<file path="src/rtl/jtag_drv_pkg.sv">
// Shared encodings for the JTAG initiator: command types, FSM states and the
// fixed TMS walks that enter and leave the shift states from Run-Test/Idle.
package jtag_drv_pkg;

    localparam int LEN_W = 6;

    localparam logic [1:0] CMD_TMS_SEQ   = 2'd0;
    localparam logic [1:0] CMD_SHIFT_IR  = 2'd1;
    localparam logic [1:0] CMD_SHIFT_DR  = 2'd2;
    localparam logic [1:0] CMD_TAP_RESET = 2'd3;

    typedef enum logic [2:0] {
        ST_IDLE,
        ST_PRE,
        ST_SHIFT,
        ST_POST,
        ST_RESP
    } state_t;

    // TMS walks, bit 0 is driven first; *_LAST is the index of the final bit.
    localparam logic [4:0] PRE_IR          = 5'b00011;
    localparam logic [4:0] PRE_DR          = 5'b00001;
    localparam logic [4:0] PRE_RST         = 5'b11111;
    localparam logic [4:0] POST_SHIFT      = 5'b00001;
    localparam logic [4:0] POST_RST        = 5'b00000;
    localparam logic [2:0] PRE_IR_LAST     = 3'd3;
    localparam logic [2:0] PRE_DR_LAST     = 3'd2;
    localparam logic [2:0] PRE_RST_LAST    = 3'd4;
    localparam logic [2:0] POST_SHIFT_LAST = 3'd1;
    localparam logic [2:0] POST_RST_LAST   = 3'd0;

    function automatic logic [4:0] pre_pat(input logic [1:0] t);
        case (t)
            CMD_SHIFT_IR:  return PRE_IR;
            CMD_SHIFT_DR:  return PRE_DR;
            CMD_TAP_RESET: return PRE_RST;
            default:       return 5'b00000;
        endcase
    endfunction

    function automatic logic [2:0] pre_last(input logic [1:0] t);
        case (t)
            CMD_SHIFT_IR:  return PRE_IR_LAST;
            CMD_SHIFT_DR:  return PRE_DR_LAST;
            CMD_TAP_RESET: return PRE_RST_LAST;
            default:       return 3'd0;
        endcase
    endfunction

    function automatic logic [4:0] post_pat(input logic [1:0] t);
        return (t == CMD_TAP_RESET) ? POST_RST : POST_SHIFT;
    endfunction

    function automatic logic [2:0] post_last(input logic [1:0] t);
        return (t == CMD_TAP_RESET) ? POST_RST_LAST : POST_SHIFT_LAST;
    endfunction

endpackage

</file>
<file path="src/rtl/jtag_tck_gen.sv">
// TCK generator: low phase then high phase of CLK_DIV clocks each, with
// strobes marking the clk edge that drives TCK low (period start) or high.
module jtag_tck_gen #(
    parameter int CLK_DIV = 4
) (
    input  logic clk,
    input  logic rst_n,
    input  logic en,
    output logic tck,
    output logic fall_stb,
    output logic rise_stb
);

    localparam int CNT_W = $clog2(2 * CLK_DIV);
    localparam logic [CNT_W-1:0] HALF = CNT_W'(CLK_DIV);
    localparam logic [CNT_W-1:0] LAST = CNT_W'(2 * CLK_DIV - 1);

    logic [CNT_W-1:0] cnt;

    assign fall_stb = en && (cnt == '0);
    assign rise_stb = en && (cnt == HALF);

    always_ff @(posedge clk or negedge rst_n) begin
        if (!rst_n) begin
            cnt <= '0;
            tck <= 1'b0;
        end else if (!en) begin
            cnt <= '0;
            tck <= 1'b0;
        end else begin
            cnt <= (cnt == LAST) ? '0 : cnt + CNT_W'(1);
            if (rise_stb)
                tck <= 1'b1;
            else if (fall_stb)
                tck <= 1'b0;
        end
    end

endmodule

</file>
<file path="src/rtl/jtag_drv.sv">
// JTAG initiator: runs one TMS/IR/DR/reset command at a time from RTI back to
// RTI and returns the TDO bits captured during the shift through a response.
module jtag_drv
    import jtag_drv_pkg::*;
#(
    parameter int CLK_DIV = 4,
    parameter int MAX_LEN = 32
) (
    input  logic               clk,
    input  logic               rst_n,
    input  logic               cmd_valid,
    output logic               cmd_ready,
    input  logic [1:0]         cmd_type,
    input  logic [LEN_W-1:0]   cmd_len,
    input  logic [MAX_LEN-1:0] cmd_data,
    output logic               rsp_valid,
    input  logic               rsp_ready,
    output logic [MAX_LEN-1:0] rsp_data,
    output logic               busy,
    output logic               jtag_tck,
    output logic               jtag_tms,
    output logic               jtag_tdi,
    input  logic               jtag_tdo
);

    localparam int IDX_W = (MAX_LEN > 1) ? $clog2(MAX_LEN) : 1;

    state_t             state;
    logic [1:0]         type_r;
    logic [LEN_W-1:0]   last_idx;
    logic [LEN_W-1:0]   eff_last;
    logic [LEN_W-1:0]   idx;
    logic [MAX_LEN-1:0] data_r;
    logic               last;
    logic               cap_en;
    logic [IDX_W-1:0]   cap_idx;
    logic               tck_en;
    logic               fall_stb;
    logic               rise_stb;
    logic [4:0]         pre_bits;
    logic [4:0]         post_bits;
    logic [2:0]         pre_end;
    logic [2:0]         post_end;
    logic               shift_bit;
    logic               shift_end;

    assign tck_en    = (state == ST_PRE) || (state == ST_SHIFT) || (state == ST_POST);
    assign pre_bits  = pre_pat(type_r);
    assign pre_end   = pre_last(type_r);
    assign post_bits = post_pat(type_r);
    assign post_end  = post_last(type_r);
    assign shift_bit = data_r[idx[IDX_W-1:0]];
    assign shift_end = (idx == last_idx);

    // Length 0 behaves as a single bit; anything beyond MAX_LEN saturates.
    always_comb begin
        eff_last = '0;
        if (cmd_len == '0)
            eff_last = '0;
        else if (cmd_len > LEN_W'(MAX_LEN))
            eff_last = LEN_W'(MAX_LEN - 1);
        else
            eff_last = cmd_len - LEN_W'(1);
    end

    jtag_tck_gen #(.CLK_DIV(CLK_DIV)) u_tck_gen (
        .clk      (clk),
        .rst_n    (rst_n),
        .en       (tck_en),
        .tck      (jtag_tck),
        .fall_stb (fall_stb),
        .rise_stb (rise_stb)
    );

    // Valid/ready: a transfer happens on any clk edge where valid and ready are
    // both high; rsp_valid/rsp_data hold until that edge, cmd is taken only in IDLE.
    always_ff @(posedge clk or negedge rst_n) begin
        if (!rst_n) begin
            state     <= ST_IDLE;
            cmd_ready <= 1'b0;
            busy      <= 1'b0;
            rsp_valid <= 1'b0;
            rsp_data  <= '0;
            jtag_tms  <= 1'b1;
            jtag_tdi  <= 1'b0;
            type_r    <= CMD_TMS_SEQ;
            last_idx  <= '0;
            data_r    <= '0;
            idx       <= '0;
            last      <= 1'b0;
            cap_en    <= 1'b0;
            cap_idx   <= '0;
        end else begin
            if (rise_stb && cap_en)
                rsp_data[cap_idx] <= jtag_tdo;
            case (state)
                ST_IDLE: begin
                    cmd_ready <= 1'b1;
                    if (cmd_valid && cmd_ready) begin
                        cmd_ready <= 1'b0;
                        busy      <= 1'b1;
                        type_r    <= cmd_type;
                        last_idx  <= eff_last;
                        data_r    <= cmd_data;
                        idx       <= '0;
                        last      <= 1'b0;
                        state     <= (cmd_type == CMD_TMS_SEQ) ? ST_SHIFT : ST_PRE;
                    end
                end
                ST_PRE, ST_SHIFT, ST_POST: begin
                    // Each period start drives the next bit; 'last' marks the final period.
                    if (fall_stb) begin
                        cap_en   <= 1'b0;
                        jtag_tdi <= 1'b0;
                        if (last) begin
                            jtag_tms  <= 1'b0;
                            last      <= 1'b0;
                            rsp_valid <= 1'b1;
                            state     <= ST_RESP;
                        end else if (state == ST_PRE) begin
                            jtag_tms <= pre_bits[idx[2:0]];
                            if (idx[2:0] == pre_end) begin
                                idx   <= '0;
                                state <= (type_r == CMD_TAP_RESET) ? ST_POST : ST_SHIFT;
                            end else begin
                                idx <= idx + LEN_W'(1);
                            end
                        end else if (state == ST_SHIFT) begin
                            jtag_tms <= (type_r == CMD_TMS_SEQ) ? shift_bit : shift_end;
                            jtag_tdi <= (type_r == CMD_TMS_SEQ) ? 1'b0 : shift_bit;
                            cap_en   <= 1'b1;
                            cap_idx  <= idx[IDX_W-1:0];
                            if (shift_end) begin
                                idx <= '0;
                                if (type_r == CMD_TMS_SEQ)
                                    last <= 1'b1;
                                else
                                    state <= ST_POST;
                            end else begin
                                idx <= idx + LEN_W'(1);
                            end
                        end else begin
                            jtag_tms <= post_bits[idx[2:0]];
                            if (idx[2:0] == post_end)
                                last <= 1'b1;
                            else
                                idx <= idx + LEN_W'(1);
                        end
                    end
                end
                ST_RESP: begin
                    if (rsp_ready) begin
                        rsp_valid <= 1'b0;
                        rsp_data  <= '0;
                        busy      <= 1'b0;
                        cmd_ready <= 1'b1;
                        state     <= ST_IDLE;
                    end
                end
                default: state <= ST_IDLE;
            endcase
        end
    end

endmodule

</file>
<file path="config.mk">
export PLATFORM = sky130hd
export DESIGN_NAME = jtag_drv
export DESIGN_NICKNAME = d
export VERILOG_FILES = /design/src/rtl/jtag_drv_pkg.sv /design/src/rtl/jtag_tck_gen.sv /design/src/rtl/jtag_drv.sv
export SDC_FILE = /design/constraint.sdc
export NUM_CORES = 1
export LEC_CHECK = 0
export ABC_CLOCK_PERIOD_IN_PS = 3350
export CAP_MARGIN = 0
export CORE_UTILIZATION = 54
export DETAILED_ROUTE_END_ITERATION = 7
export GPL_TIMING_DRIVEN = 1
export PLACE_DENSITY = 0.83
export REMOVE_ABC_BUFFERS = 1
export SLEW_MARGIN = 10
export SYNTH_ARGS = -nofsm -noshare
export SYNTH_HDL_FRONTEND = slang
export SYNTH_SLANG_ARGS = --single-unit
</file>
<file path="constraint.sdc">
create_clock -name clk -period 3.35 [get_ports clk]
set_input_delay 0.67 -clock clk [delete_from_list [all_inputs] [get_ports clk]]
set_output_delay 0.67 -clock clk [all_outputs]
set_load 0.005 [all_outputs]
</file>
==> results.yml, run 1 <==
grt:
  gr-usage-all-layers_pct: 22.8
  grt_antenna_before_repair: 0
  grt_pass1_wl_mm: 17.8
  overflow: 0
  grt_pass1_vias: 3770
  grt_max_degree: 55
clock_network:
  clockBufferDepth: 2
  htree_levels: 3
  post_cts_buffers: 0
  post_cts_resized: 0
  tritoncts: "built"
  clkSinkCount: 97
  path_clk_slew_ns: 0.10
  cts_buffers: 9
  clk_latency_ns: 0.38
  ctsHoldBuffers: 0
  cts_root_buf: "clkbuf_8"
power:
  p_sw_share_pct: 36.4
  p_clk_share_pct: 15.5
  p_per_area_nw_per_um2: 824
  p_int_mw: 3.20
  finalPower_mw: 5.03
  switchingPower_mw: 1.83
  vdd_drop_max_mv: 0.375
  power_frac_seq_pct: 42.4
  comb_power_share_pct: 42.1
  power.leakage_nw: 2.55
critical_path:
  path_class: "reg -> reg"
  cp_slowest_cell: "dfrtp_1"
  max_stage_delay_ns: 0.78
  crit_fanout: 14
  startpoint_type: "flop"
  crit_arrival_ns: 2.86
  cp_cell_sequence: "inv_1 > ha_1 > and3_1 > o21ai_0 > nand3_4 > or2_4 > o31ai_2"
  crit_path_end_kind: "flop"
  worstPathRequired_ns: 3.63
finish:
  n_fill_cell: 673
  synthToLayoutAreaGrowth_pct: 21.0
  antennaDiodeCount: 0
  drive_gt1_share_pct: 12.9
  final_net_count: 625
  final_core_util_pct: 68.7
  final_cell_area_sq_um: 6110
  instances_no_fill: 682
  layout_common_cells: "96 x dfrtp_1, 81 x clkdlybuf4s50_1, 61 x nand2_1"
  final_common_cell: "dfrtp_1"
floorplan:
  row_count: 34
  die_area_sq_um: 9740
  start_util_pct: 56.8
  die_w_um: 98.7
  chipHeight_um: 98.7
  ioPinCount: 83
  core_area_sq_um: 8890
sta:
  fin_skew_ns: 0.0118
  fmax_ghz: 0.387
  rsz0062_at_grt: "no"
  worst_slack_ns: 0.768
  layout_min_cycle_time_ns: 2.58
  fin_tns_setup_ns: 0
  maxSlewHeadroom_pct: 25.8
  fin_crit_sh_pct: 77.1
  drv_slew: 0
  finalSetupViolCount: 0
  tightest_slew_ns: 1.11
  hold_violations: 0
  fin_hold_ws_ns: 0.314
detailed_routing:
  vias: 3896
  first_pass_iters: 4
  drtIter0Drc: 189
  drcViolationCount: 0
  vias_per_cell: 5.71
  routedWlPerCell_um: 15.1
  final_antenna_net_count: 0
  drt-total-wl_mm: 10.3
place:
  dp.cells: 666
  io_buffers: 82
  gp_congestion: 0.858
  placed_area_sq_um: 5910
  dp_slack_ns: 0.798
  dp_hpwl_mm: 7.35
logic_synthesis:
  yosys.area.top_type: "dfrtp_1"
  ys_seq_area_share_pct: 48.1
  netlist.area_leader.share_pct: 47.6
  ys_warn_count: 0
  syn_avg_cell_area_sq_um: 10.1
  async_flop_share_pct: 100
  synth_cell_types: 57
  netlist_instances: 500
  mappedNetlistArea_sq_um: 5050
  synthFlopType: "dfrtp_1"
  synth_area_leaders: "dfrtp_1 48%, mux2_2 7.8%, mux2i_1 5.2%"
  ys_ff_latch: 97
  synth_edf_count: 0
flow_run:
  drv_cap: 0
status:
  outcome: "complete, no violations"
hold_path:
  hp-class: "in -> async"
==> logic make-up after synthesis <==
kind of cell | synth area share [%]
adders and majority gates | 3.32
xor gates and xnor gates | 1.91
buffers and inverters | 3.82
muxes | 14.2
DFF | 48.1
AOI/OAI and AO/OA | 10.9
and+or+nand+nor | 17.8
==> state kept, by name, summed over array words and instances, names as in the netlist <==
signal,count
data_r,32
rsp_data,32
idx,6
last_idx,6
cap_idx,5
state,3
u_tck_gen.cnt,3
type_r,2
busy,1
cap_en,1
cmd_ready,1
jtag_tdi,1
jtag_tms,1
last,1
rsp_valid,1
u_tck_gen.tck,1
==> layout make-up <==
class | count | area, sq um | share of cell area (%)
Clock inverter | 5 | 65.1 | 1.07
Inverter | 16 | 60.1 | 0.983
Clock buffer | 11 | 131 | 2.15
Tap cell | 108 | 135 | 2.21
Timing Repair Buffer | 87 | 856 | 14.0
Sequential cell | 97 | 2430 | 39.8
Multi-Input combinational cell | 358 | 2430 | 39.8
==> path summary, 6_finish.rpt <==
| check | slack, ns | depth (start not counted) | start | end |
|---|---|---|---|---|
| min in group clk | 0.49 | 2 | cap_en | cap_en |
| worst max-delay path | 0.77 | 7 | idx[0] | idx[5] |
| worst min register to register | 0.49 | 2 | cap_en | cap_en |
| worst max register to register | 0.77 | 7 | idx[0] | idx[5] |
| max in group asynchronous | 2.18 | 2 | rst_n | jtag_tms |
| worst min-delay path | 0.31 | 1 | rst_n | rsp_data[29] |
==> layer usage <==
layer  wire [um]  up-vias  global-route usage (%)
met5           0        -                       0
met2        5250       91                    38.4
met3         315       14                    2.91
li1            -     1882                       -
met4         148        0                    8.73
met1        4600     1909                    30.2
==> worst max-delay path: cells and delay by family, from the launching register on <==
family                   cells  cell delay [ns]
AND/OR/NAND/NOR              3             0.62
AO/OA/AOI/OAI                2             0.56
buffers and inverters        1             0.18
flip-flops                   1             0.78
adder cells (fa/ha/maj)      1             0.35
==> synthesized netlist by cell type, types with 11 or more instances <==
cell type,instances
clkbuf_1,14
o21ai_0,29
ha_1,11
a21oi_1,36
nand3_1,24
dfrtp_1,96
inv_1,16
nor2_1,36
nand2_1,61
mux2_2,35
mux2i_1,26
==> power groups by stage <==
stage | combinational [mW] | sequential [mW] | clock (mW)
floorplan | 1.39 | 2.07 | 0
global placement | 2.06 | 2.13 | 0
detailed placement | 2.13 | 2.15 | 0
CTS | 2.14 | 2.13 | 0.786
global route | 2.35 | 2.21 | 0.836
finish | 2.12 | 2.13 | 0.779
No activity file was read; power rests on OpenSTA's default activity.
==> inputs of run 2 (changes only) <==
ABC_CLOCK_PERIOD_IN_PS = 2700   (was 3350)
clock period = 2.7 ns   (was 3.35 ns; I/O delays follow)
==> run 2 against run 1 <==
  * Sequential share of layout area decreased by 0.32 points
  * Final cell count increased by 0.29%
  * Fmax increased by 12%
  * Largest power group is now combinational logic
  * Global-route usage increased by 0.21 points
  * Non-clock buffer count increased by 2
  * Clock skew decreased by 0.0029 ns
  * Critical path type unchanged
==> results.yml, run 2 (synthesis results as in run 1) <==
status:
  outcome: "complete, no violations"
floorplan:
  row_count: 34
  ioPinCount: 83
  start_util_pct: 56.8
  die_area_sq_um: 9740
  core_area_sq_um: 8890
  die_w_um: 98.7
  chipHeight_um: 98.7
finish:
  antennaDiodeCount: 0
  largest_registers: "data_r (32), rsp_data (32)"
  final_core_util_pct: 69.2
  synthToLayoutAreaGrowth_pct: 22.0
  instances_no_fill: 684
  final_cell_area_sq_um: 6160
  final_common_cell: "dfrtp_1"
  drive_gt1_share_pct: 13.4
  n_fill_cell: 671
  multiInputGateArea_sq_um: 2430
  final_net_count: 627
  layout_common_cells: "96 x dfrtp_1, 81 x clkdlybuf4s50_1, 61 x nand2_1"
  seq_area_sq_um: 2430
critical_path:
  crit_family: "simple AND/OR/NAND/NOR gates"
  crit_arrival_ns: 2.57
  reg2reg_from: "type_r[0]"
  startpoint_type: "flop"
  reg2reg_slack_ns: 0.40
  crit_path_end_kind: "flop"
  timing.rr.end: "idx[5]"
  crit_fanout: 7
  crit_top_cell: "ha_1"
  path_class: "reg -> reg"
  cp_slowest_cell: "dfrtp_1"
  max_stage_delay_ns: 0.38
  rr_worst_depth: 8
  critPathBufInv: 1
  worstPathRequired_ns: 2.97
  cp_cell_sequence: "ha_1 > inv_1 > ha_1 > and3_1 > o21ai_0 > nand3_4 > or2_4 > o31ai_2"
place:
  dp.cells: 668
  io_buffers: 82
  dp_hpwl_mm: 7.50
  gp_congestion: 0.873
  placed_area_sq_um: 5950
clock_network:
  cts_root_buf: "clkbuf_8"
  ctsHoldBuffers: 0
  tritoncts: "built"
  clockBufferDepth: 2
  clk_latency_ns: 0.36
  cts_buffers: 9
  clkSinkCount: 97
  path_clk_slew_ns: 0.10
  htree_levels: 3
  post_cts_buffers: 0
  post_cts_resized: 0
detailed_routing:
  vias_per_cell: 5.76
  routedWlPerCell_um: 15.2
  final_antenna_net_count: 0
  drt-total-wl_mm: 10.4
  drcViolationCount: 0
  first_pass_iters: 5
  vias: 3941
  drtIter0Drc: 175
grt:
  overflow: 0
  grt_max_degree: 54
  grt_pass1_wl_mm: 17.8
  gr-usage-all-layers_pct: 23.0
  grt_antenna_before_repair: 0
  grt_pass1_vias: 3740
sta:
  rsz0062_at_grt: "no"
  drv_slew: 0
  hold_violations: 0
  finalSetupViolCount: 0
  fin_crit_sh_pct: 85.2
  tightest_slew_ns: 0.628
  fmax_ghz: 0.435
  layout_min_cycle_time_ns: 2.30
  fin_skew_ns: 0.00887
  maxSlewHeadroom_pct: 58.1
  fin_tns_setup_ns: 0
hold_path:
  hp-class: "in -> async"
flow_run:
  drv_cap: 0
power:
  p_per_area_nw_per_um2: 1020
  power.leakage_nw: 2.57
  vdd_drop_max_mv: 0.499
[run 2: cell count changes in the layout (fill, tap and decap cells not counted)]
cell | before | now
clkbuf_1 | 2 | 1
clkinvlp_4 | 0 | 1
clkinv_4 | 3 | 2
clkbuf_8 | 9 | 10
buf_12 | 0 | 2
[run 2: worst max-delay path by stage]
stage          startpoint           to  cells after the start
6_report        type_r[0]       idx[5]                      8
5_1_grt         type_r[0]       idx[5]                      8
4_1_cts         type_r[0]       idx[5]                      8
3_5_place_dp   cmd_len[0]  last_idx[2]                      6
3_3_place_gp   cmd_len[0]  last_idx[2]                      6
2_1_floorplan    state[1]  last_idx[4]                      4
[run 2: stage by stage]
stage	hold WS [ns]	power, mW	setup slack, ns
after floorplan	0.244	4.28	-1.69
after global placement	0.450	5.22	0.480
after detailed placement	0.470	5.37	0.403
after CTS	0.183	6.35	0.400
after global routing	0.207	6.77	0.315
final	0.168	6.31	0.400
[run 2: routing by layer]
| layer | GRT usage, % | share of wire, % |
|---|---|---|
| met5 | 0 | 0 |
| met4 | 8.73 | 1.8 |
| met3 | 3.19 | 4.5 |
| met2 | 38.6 | 50 |
| met1 | 30.4 | 44 |
[run 2: final cells by class]
class,instances,share of cell area [%]
Tap cell,108,2.20
Inverter,16,0.976
Clock inverter,5,1.04
Clock buffer,11,2.30
Timing Repair Buffer,89,14.6
Sequential cell,97,39.5
Multi-Input combinational cell,358,39.5
[run 2: report_power, final]
part           internal (mW)  switching (mW)
Clock                  0.461           0.514
Sequential              2.08           0.534
Combinational           1.48            1.24
==> inputs of run 3 (changes only) <==
CTS_CLUSTER_DIAMETER = 50   (was not set)
==> results of run 3 <==
The final DEF is identical to that of run 2; final timing and power are the same.
